## config.mk

```make
export PLATFORM = sky130hd
export DESIGN_NAME = baud_tick_gen
export DESIGN_NICKNAME = d
export VERILOG_FILES = /design/src/rtl/baud_tick_gen.sv
export SDC_FILE = /design/constraint.sdc
export NUM_CORES = 1
export LEC_CHECK = 0
export BUFFER_PORTS_ARGS = -buffer_cell sky130_fd_sc_hd__buf_2
export CAP_MARGIN = 25
export CORE_ASPECT_RATIO = 1.75
export CORE_MARGIN = 1
export CORE_UTILIZATION = 55
export CTS_BUF_LIST = sky130_fd_sc_hd__clkbuf_8
export DETAILED_ROUTE_END_ITERATION = 7
export GPL_ROUTABILITY_DRIVEN = 1
export MAX_ROUTING_LAYER = met4
export PLACE_DENSITY = 0.73
export SLEW_MARGIN = 10
export SYNTH_ARGS = -nofsm -noshare
export SYNTH_HDL_FRONTEND = slang
export SYNTH_SLANG_ARGS = --single-unit
export TNS_END_PERCENT = 5
```

## constraint.sdc

```tcl
create_clock -name i_clk -period 6.3 [get_ports i_clk]
set_input_delay 1.575 -clock i_clk [delete_from_list [all_inputs] [get_ports i_clk]]
set_output_delay 1.575 -clock i_clk [all_outputs]
set_load 0.01 [all_outputs]
```

## src/rtl/baud_tick_gen.sv

```systemverilog
// Fractional baud-rate tick generator: oversampling stick plus mid-bit and end-of-bit ticks,
// with a shadowed divisor that only takes effect on a stick, a resync or while disabled.
module baud_tick_gen #(
  parameter int SIZE_BAUD = 24,
  parameter int SIZE_FRAC = 4,
  parameter int OVS       = 16,
  parameter int DIV_RST   = 325,
  parameter int FRAC_RST  = 0
) (
  input  logic                   i_clk,
  input  logic                   i_rst,
  input  logic                   i_en,
  input  logic                   i_resync,
  input  logic                   i_cfg_valid,
  output logic                   o_cfg_ready,
  input  logic [SIZE_BAUD-1:0]   i_div_int,
  input  logic [SIZE_FRAC-1:0]   i_div_frac,
  output logic                   o_stick,
  output logic                   o_btick,
  output logic                   o_mtick,
  output logic [$clog2(OVS)-1:0] o_ovs_cnt
);
  localparam int CNT_W = SIZE_BAUD + 1;
  localparam int OVS_W = $clog2(OVS);
  localparam logic [OVS_W-1:0] OVS_LAST = OVS_W'(OVS - 1);
  localparam logic [OVS_W-1:0] OVS_MID  = OVS_W'(OVS / 2 - 1);

  logic [CNT_W-1:0]     cnt_r;
  logic [CNT_W-1:0]     cnt_nxt_s;
  logic [CNT_W-1:0]     limit_s;
  logic [SIZE_FRAC-1:0] acc_r;
  logic [SIZE_FRAC-1:0] acc_nxt_s;
  logic                 extra_r;
  logic                 extra_nxt_s;
  logic [OVS_W-1:0]     ovs_r;
  logic [OVS_W-1:0]     ovs_nxt_s;
  logic [SIZE_BAUD-1:0] act_int_r;
  logic [SIZE_FRAC-1:0] act_frac_r;
  logic [SIZE_BAUD-1:0] shd_int_r;
  logic [SIZE_FRAC-1:0] shd_frac_r;
  logic                 pending_r;
  logic [SIZE_FRAC:0]   frac_sum_s;
  logic                 stick_s;
  logic                 xfer_s;
  logic                 swap_s;

  // Widened by one bit so act_int + extra never wraps at the top of the divisor range.
  assign limit_s    = {1'b0, act_int_r} + {{SIZE_BAUD{1'b0}}, extra_r};
  assign stick_s    = i_en & ~i_resync & (cnt_r == limit_s);
  assign frac_sum_s = {1'b0, acc_r} + {1'b0, act_frac_r};
  assign xfer_s     = i_cfg_valid & ~pending_r;
  assign swap_s     = pending_r & (stick_s | i_resync | ~i_en);

  assign o_stick     = stick_s;
  assign o_btick     = stick_s & (ovs_r == OVS_LAST);
  assign o_mtick     = stick_s & (ovs_r == OVS_MID);
  assign o_ovs_cnt   = ovs_r;
  assign o_cfg_ready = ~pending_r;

  // Next-state for the period counter, fraction accumulator and bit phase.
  always_comb begin
    cnt_nxt_s   = cnt_r;
    acc_nxt_s   = acc_r;
    extra_nxt_s = extra_r;
    ovs_nxt_s   = ovs_r;
    if (i_resync) begin
      cnt_nxt_s   = {CNT_W{1'b0}};
      acc_nxt_s   = {SIZE_FRAC{1'b0}};
      extra_nxt_s = 1'b0;
      ovs_nxt_s   = {OVS_W{1'b0}};
    end else if (stick_s) begin
      cnt_nxt_s                = {CNT_W{1'b0}};
      {extra_nxt_s, acc_nxt_s} = frac_sum_s;
      if (ovs_r == OVS_LAST) begin
        ovs_nxt_s = {OVS_W{1'b0}};
      end else begin
        ovs_nxt_s = ovs_r + OVS_W'(1);
      end
    end else if (i_en) begin
      cnt_nxt_s = cnt_r + CNT_W'(1);
    end else begin
      cnt_nxt_s = cnt_r;
    end
  end

  // State registers; swap and transfer are exclusive because one needs pending and the other not.
  always_ff @(posedge i_clk or posedge i_rst) begin
    if (i_rst) begin
      cnt_r      <= {CNT_W{1'b0}};
      acc_r      <= {SIZE_FRAC{1'b0}};
      extra_r    <= 1'b0;
      ovs_r      <= {OVS_W{1'b0}};
      act_int_r  <= SIZE_BAUD'(DIV_RST);
      act_frac_r <= SIZE_FRAC'(FRAC_RST);
      shd_int_r  <= {SIZE_BAUD{1'b0}};
      shd_frac_r <= {SIZE_FRAC{1'b0}};
      pending_r  <= 1'b0;
    end else begin
      cnt_r   <= cnt_nxt_s;
      acc_r   <= acc_nxt_s;
      extra_r <= extra_nxt_s;
      ovs_r   <= ovs_nxt_s;
      if (swap_s) begin
        act_int_r  <= shd_int_r;
        act_frac_r <= shd_frac_r;
        pending_r  <= 1'b0;
      end else if (xfer_s) begin
        shd_int_r  <= i_div_int;
        shd_frac_r <= i_div_frac;
        pending_r  <= 1'b1;
      end else begin
        pending_r <= pending_r;
      end
    end
  end

endmodule

```

==> flow_summary.json, run 1 <==
{
  "post-dp-hpwl_um": 9700,
  "tritoncts.num_buffers": 9,
  "ctsLongestPathBuffers": 2,
  "ys_seq_elements": 91,
  "syn-cell-area_um2": 5770,
  "worst_hold_path.endpoint": "shd_int_r[12]",
  "core_area_um2": 10200,
  "timing.critical_path.slowest_cell_delay_ns": 0.32,
  "grt_antenna_before_repair": 0,
  "synth.lib_cells_used.distinct": 67,
  "synth_edf_count": 0,
  "routed_wire_length_per_instance_um": 18.3,
  "slew_headroom_pct": 45.6,
  "cts.repair_timing.setup_buffer_count": 0,
  "starting_density_pct": 56.4,
  "gp_routability_congestion": 0.877,
  "timing.hold.worst.class": "reg2reg",
  "clock_tree.htree_level_count": 3,
  "multi_input_area_um2": 3240,
  "critical_path_required_ns": 4.72,
  "run_status": "finished clean",
  "reg2reg_to": "o_ovs_cnt[1]",
  "hold_viol_final": 0,
  "crit_start": "i_en",
  "drive_above_1_share_pct": 18.8,
  "postSynth.topFlopCell": "dfrtp_1",
  "ff2ff_setup_slack_ns": 2.24,
  "slew_violations": 0,
  "r2r-start": "act_int_r[0]",
  "vias": 4893,
  "grt_pass1_vias": 4663,
  "worst_skew_pair.late_latency_ns": 0.38,
  "fp.dieArea_um2": 10900,
  "grt-ovfl-total": 0,
  "timing.critical_path.mode_cell": "buf_2",
  "final-setup-viol-count": 0,
  "critical_path_class": "in2out",
  "die_w_um": 79.4,
  "finish.instance_area_um2": 6160,
  "placed_cell_area_um2": 5970,
  "tns_setup_ns": 0,
  "critPathArrivalTime_ns": 3.62,
  "cts.reportedPaths.clkPinSlew_ns": 0.09,
  "buffer_ports.inserted": 40,
  "reg2reg_depth": 11,
  "post_layout_power_w": 0.00171,
  "syn2layout_area_growth_pct": 6.70,
  "worst_ir_drop_vdd_uv": 203,
  "antenna_left": 0,
  "synth-seq-area-share_pct": 39.5,
  "final.period_utilization_pct": 82.4,
  "layout.nets": 664,
  "cts-root-buf": "clkbuf_8",
  "critical_path.cell_chain": "buf_2 -> nor2b_4 -> nand3_1 -> a211oi_1 -> and3_1 -> o2111ai_1 -> nor4_1 -> and4_1 -> and4b_1 -> buf_2",
  "worst_setup_path_start_kind": "input pin",
  "finalWirelength_um": 13800,
  "n_fill_cell": 893,
  "fin_worst_skew_ns": 0.0109,
  "timing.hold.worst.start": "shd_int_r[12]",
  "slowest_stage": "and4_1",
  "layout_min_cycle_time_ns": 5.19,
  "worstMarginPinSlew_ns": 0.815,
  "cts_tree": "done",
  "floorplan.die.height_um": 138,
  "f_max_mhz": 193,
  "boundaryPins": 41,
  "firstDrtPassIters": 5,
  "synthesis.area_per_instance_um2": 9.33,
  "rsz0062_at_grt": "false",
  "pd_cells_nw_per_um2": 277,
  "via_per_inst": 6.49,
  "num_antenna_cells": 0,
  "core.rowCount": 49,
  "first_iter_violations": 280,
  "largest_fanout_on_the_critical_path": 21,
  "cap_viol_max_count": 0,
  "track_usage_pct": 28.0,
  "power.leakage_nw": 2.43,
  "synth_nets": 661,
  "hold_depth": 1,
  "cts-hold-fix-buffers": 0,
  "grt_start_max_net_pins": 87,
  "route.detailed.drc": 0,
  "wire_length_of_the_first_global_routing_pass_um": 23100,
  "synth-warning-count": 0,
  "worstSetupEndpointType": "primary output",
  "postSynth.asyncResetShare_pct": 100,
  "num_clock_sinks": 91,
  "netlist_instances": 619,
  "regArea_um2": 2280,
  "ctsResizeCount": 0
}
## flip-flops by register name (all words and copies together) (netlist names), 4 cells and up
name,flops
cnt_r,25
act_int_r,24
shd_int_r,24
acc_r,4
act_frac_r,4
o_ovs_cnt,4
shd_frac_r,4
## cell usage after synthesis, types with 4 or more instances
master | instances | area share (%)
and4_1 | 6 | 0.91
o21ai_0 | 10 | 0.87
dfrtp_1 | 87 | 38
nor2b_1 | 8 | 0.87
xor2_1 | 23 | 3.5
clkbuf_1 | 30 | 2.0
xnor2_1 | 23 | 3.5
and3_1 | 10 | 1.1
nand4_1 | 10 | 1.1
a21oi_1 | 5 | 0.43
a31oi_1 | 34 | 3.7
o311ai_0 | 28 | 4.2
buf_1 | 6 | 0.39
o22ai_1 | 4 | 0.43
dfstp_2 | 4 | 1.8
nor2_1 | 34 | 2.2
ha_1 | 8 | 1.7
nand2_1 | 66 | 4.3
nand3_1 | 51 | 4.4
mux2i_1 | 7 | 1.2
mux2_2 | 32 | 6.2
nor4_1 | 13 | 1.4
o2bb2ai_1 | 27 | 4.1
nor3_1 | 8 | 0.69
inv_1 | 8 | 0.52
buf_2 | 17 | 1.5
## per-stage QoR
step / hold WS (ns) / instances / worst slack [ns] / util [%]
after floorplan: 0.481 / 619 / 1.66 / -
after global placement: 0.492 / 737 / 1.23 / 58.3
after detailed placement: 0.497 / 737 / 1.14 / 58.3
after CTS: 0.518 / 753 / 1.13 / 60.0
after global routing: 0.526 / 754 / 0.865 / 60.2
final: 0.514 / 754 / 1.11 / 60.2
## report_power, final
part           leakage, nW  switching (W)  total [W]  internal (W)
registers             1.12       0.000161   0.000849      0.000687
clock network       0.0828       0.000223   0.000365      0.000142
logic                 1.22       0.000268   0.000494      0.000226
total                 2.43       0.000652    0.00171       0.00105
## how the worst max path moves through the flow
stage	end	slack [ns]	cells after the start
3_3_place_gp	o_btick	1.23	10
5_1_grt	o_btick	0.87	10
2_1_floorplan	o_btick	1.66	9
6_report	o_mtick	1.11	10
3_5_place_dp	o_mtick	1.14	10
4_1_cts	o_mtick	1.13	10
## metal layers
metal | track usage, % | routed length (µm) | part of all wire [%] | vias up
li1 | - | - | - | 2325
met1 | 34.1 | 5700 | 41 | 2418
met2 | 45.9 | 7320 | 53 | 120
met3 | 3.77 | 425 | 3.1 | 30
met4 | 12.3 | 363 | 2.6 | 0
met5 | - | 0 | 0 | -
## layout make-up
cell class / instances / share of cell area, %
multi-input cells: 462 / 52.6
flip-flops and latches: 91 / 37.1
repair buffers: 48 / 4.43
well taps: 127 / 2.58
clock buffers: 9 / 2.01
clock inverters: 7 / 0.731
inverters: 10 / 0.630
## cells in the final DEF, fill, tap and decap left out, types with 23 or more instances in the layout
cell type  netlist  routed
nand3_1         51      51
o311ai_0        28      28
a31oi_1         34      33
dfrtp_1         87      87
o2bb2ai_1       27      27
xor2_1          23      23
nand2_1         66      66
buf_2           17      40
nor2_1          34      34
mux2_2          32      32
xnor2_1         23      23
## cell families (layout without fill, tap and decap cells)
family | count (synthesis) | in the layout | share of synthesized area, %
AND/OR/NAND/NOR | 228 | 228 | 20.6
AO/OA/AOI/OAI | 139 | 139 | 18.2
flip-flops | 91 | 91 | 39.5
buffers and inverters | 66 | 74 | 4.81
XOR/XNOR | 47 | 47 | 7.26
multiplexers | 39 | 39 | 7.46
adder cells (fa/ha/maj) | 9 | 9 | 2.08
## worst max-delay path: cells and delay by family
family,cells,cell delay (ns)
AND/OR/NAND/NOR,6,1.26
buffers and inverters,2,0.44
AO/OA/AOI/OAI,2,0.34
Power figures use the tool's default switching activity.
==> run 2: changes to the inputs <==
Settings changed: PLACE_DENSITY 0.73 to 0.76.
Clock period 6.3 ns to 4.72 ns, I/O delays scaled along.
==> run 2 against run 1 <==
Against the previous run: cell area rose by 0.87%; clock skew rose by 0.0023 ns; first-iteration DRC count rose by 24%; largest power group unchanged.
==> flow_summary.json, run 2 (synthesized netlist as in run 1, its figures left out) <==
{
  "clock_tree.htree_level_count": 3,
  "core_area_um2": 10200,
  "hold_viol_final": 0,
  "floorplan.die.height_um": 138,
  "grt_util_met3_pct": 3.51,
  "worst_ir_drop_vdd_uv": 267,
  "post-dp-hpwl_um": 10100,
  "cap_viol_max_count": 0,
  "tns_setup_ns": 0,
  "grt_use_met1_pct": 34.4,
  "layout.nets": 666,
  "antenna_left": 0,
  "critical_path_required_ns": 3.54,
  "fp.dieArea_um2": 10900,
  "routed_wire_length_per_instance_um": 18.8,
  "rsz0062_at_grt": "false",
  "slowest_stage": "dfstp_2",
  "boundaryPins": 41,
  "buffer_ports.inserted": 40,
  "layout_commonest_cell": "dfrtp_1",
  "slew_violations": 0,
  "syn2layout_area_growth_pct": 7.63,
  "final_core_utilization_pct": 60.7,
  "worst_skew_pair.late_latency_ns": 0.38,
  "f_max_mhz": 216,
  "grt_start_max_net_pins": 87,
  "die_w_um": 79.4,
  "first_iter_violations": 346,
  "worstMarginPinSlew_ns": 0.934,
  "timing.critical_path.mode_cell": "and4_1",
  "route.detailed.drc": 0,
  "gp_routability_congestion": 0.939,
  "pd_cells_nw_per_um2": 379,
  "firstDrtPassIters": 6,
  "slew_headroom_pct": 37.7,
  "timing.critical_path.slowest_cell_delay_ns": 0.56,
  "cts-root-buf": "clkbuf_8",
  "critPathArrivalTime_ns": 3.44,
  "worstSetupEndpointType": "primary output",
  "run_status": "finished clean",
  "grt_util_met2_pct": 47.4,
  "critical_path_class": "reg2out",
  "grt_pass1_vias": 4836,
  "layout_min_cycle_time_ns": 4.62,
  "drive_above_1_share_pct": 19.6,
  "finalWirelength_um": 14200,
  "regMostFlops": "cnt_r",
  "num_antenna_cells": 0,
  "globalRoute.busiestLayer": "met2",
  "grt-ovfl-total": 0,
  "final.period_utilization_pct": 98.0,
  "largest_fanout_on_the_critical_path": 10,
  "cts.repair_timing.setup_buffer_count": 0,
  "track_usage_pct": 28.7,
  "final-setup-viol-count": 0,
  "timing.hold.worst.class": "reg2reg",
  "fin_worst_skew_ns": 0.0132,
  "power.leakage_nw": 2.45,
  "layout.cells.most_common_list": "dfrtp_1 (87), nand2_1 (66), nand3_1 (51)",
  "starting_density_pct": 56.4,
  "via_per_inst": 6.53,
  "critical_path.cell_chain": "ha_1 -> ha_2 -> nand3_4 -> nor4b_2 -> a21oi_1 -> o211a_1 -> a2111o_1 -> nor4_2 -> and4_1 -> and4_1 -> buf_2",
  "core.rowCount": 49,
  "ctsLongestPathBuffers": 2,
  "wire_length_of_the_first_global_routing_pass_um": 23500,
  "grt_antenna_before_repair": 0,
  "vias": 4928,
  "tritoncts.num_buffers": 9,
  "largest_registers": "cnt_r: 25 flops, act_int_r: 24 flops, shd_int_r: 24 flops",
  "cts.reportedPaths.clkPinSlew_ns": 0.10,
  "worst_setup_path_start_kind": "flip-flop",
  "num_clock_sinks": 91,
  "cts_tree": "done",
  "largest_reg_flops": 25
}
run 2: changes by cell type in the layout (fill, tap and decap cells not counted), sizes merged:
cell	delta
clkinv	-1
buf	+2
bufinv	+1
clkbuf	+1
clkinvlp	-2
run 2: where the power goes:
group	internal (W)	switching, W	leakage, nW
clock network	0.000259	0.000293	0.0992
registers	0.000917	0.000216	1.12
logic	0.000303	0.000365	1.22
run 2: per-stage QoR:
step                      setup slack (ns)  instance area, µm²  power (W)  instances  hold WS, ns
final                               0.0950                6210    0.00235        755        0.516
after global routing                0.0125                6210    0.00249        755        0.525
after CTS                           0.0362                6200    0.00236        755        0.517
after detailed placement             0.322                5990    0.00180        740        0.495
after global placement               0.435                5990    0.00176        740        0.491
after floorplan                      0.797                5770    0.00163        619        0.481
run 2: worst paths after layout:
check | from | endpoint | depth (start not counted) | slack (ns)
max in group asynchronous | i_rst | act_int_r[8] | 3 | 2.99
min in group asynchronous | i_rst | shd_frac_r[0] | 2 | 0.86
min reg2reg | shd_frac_r[3] | shd_frac_r[3] | 1 | 0.52
min | shd_frac_r[3] | shd_frac_r[3] | 1 | 0.52
max | act_int_r[0] | o_btick | 11 | 0.1
max reg2reg | act_int_r[0] | acc_r[1] | 10 | 0.82
run 2: area by class of cell:
type / instances / area (µm²)
clock inverter: 5 / 60.1
fill: 898 / 4030
sequential: 91 / 2280
timing repair buffer: 50 / 275
tap: 127 / 159
inverter: 10 / 38.8
clock buffer: 10 / 138
multi-input combinational: 462 / 3260
run 2: critical path, delay by kind of cell (launching register included):
kind / cells / cell delay (ns)
simple gates: 5 / 1.23
compound gates: 3 / 0.68
flops: 1 / 0.56
fa+ha+maj: 2 / 0.49
buf+inv: 1 / 0.13
run 2: routing by layer:
layer / wire, µm / up-vias
met5: 0 / -
met4: 446 / 0
met2: 7450 / 129
met3: 474 / 33
met1: 5810 / 2426
li1: - / 2340
run 2: repair_timing:
action | CTS | global route
gates resized for setup | 2 | 3
hold buffers | 0 | 0
endpoints found under the setup margin | 2 | 2
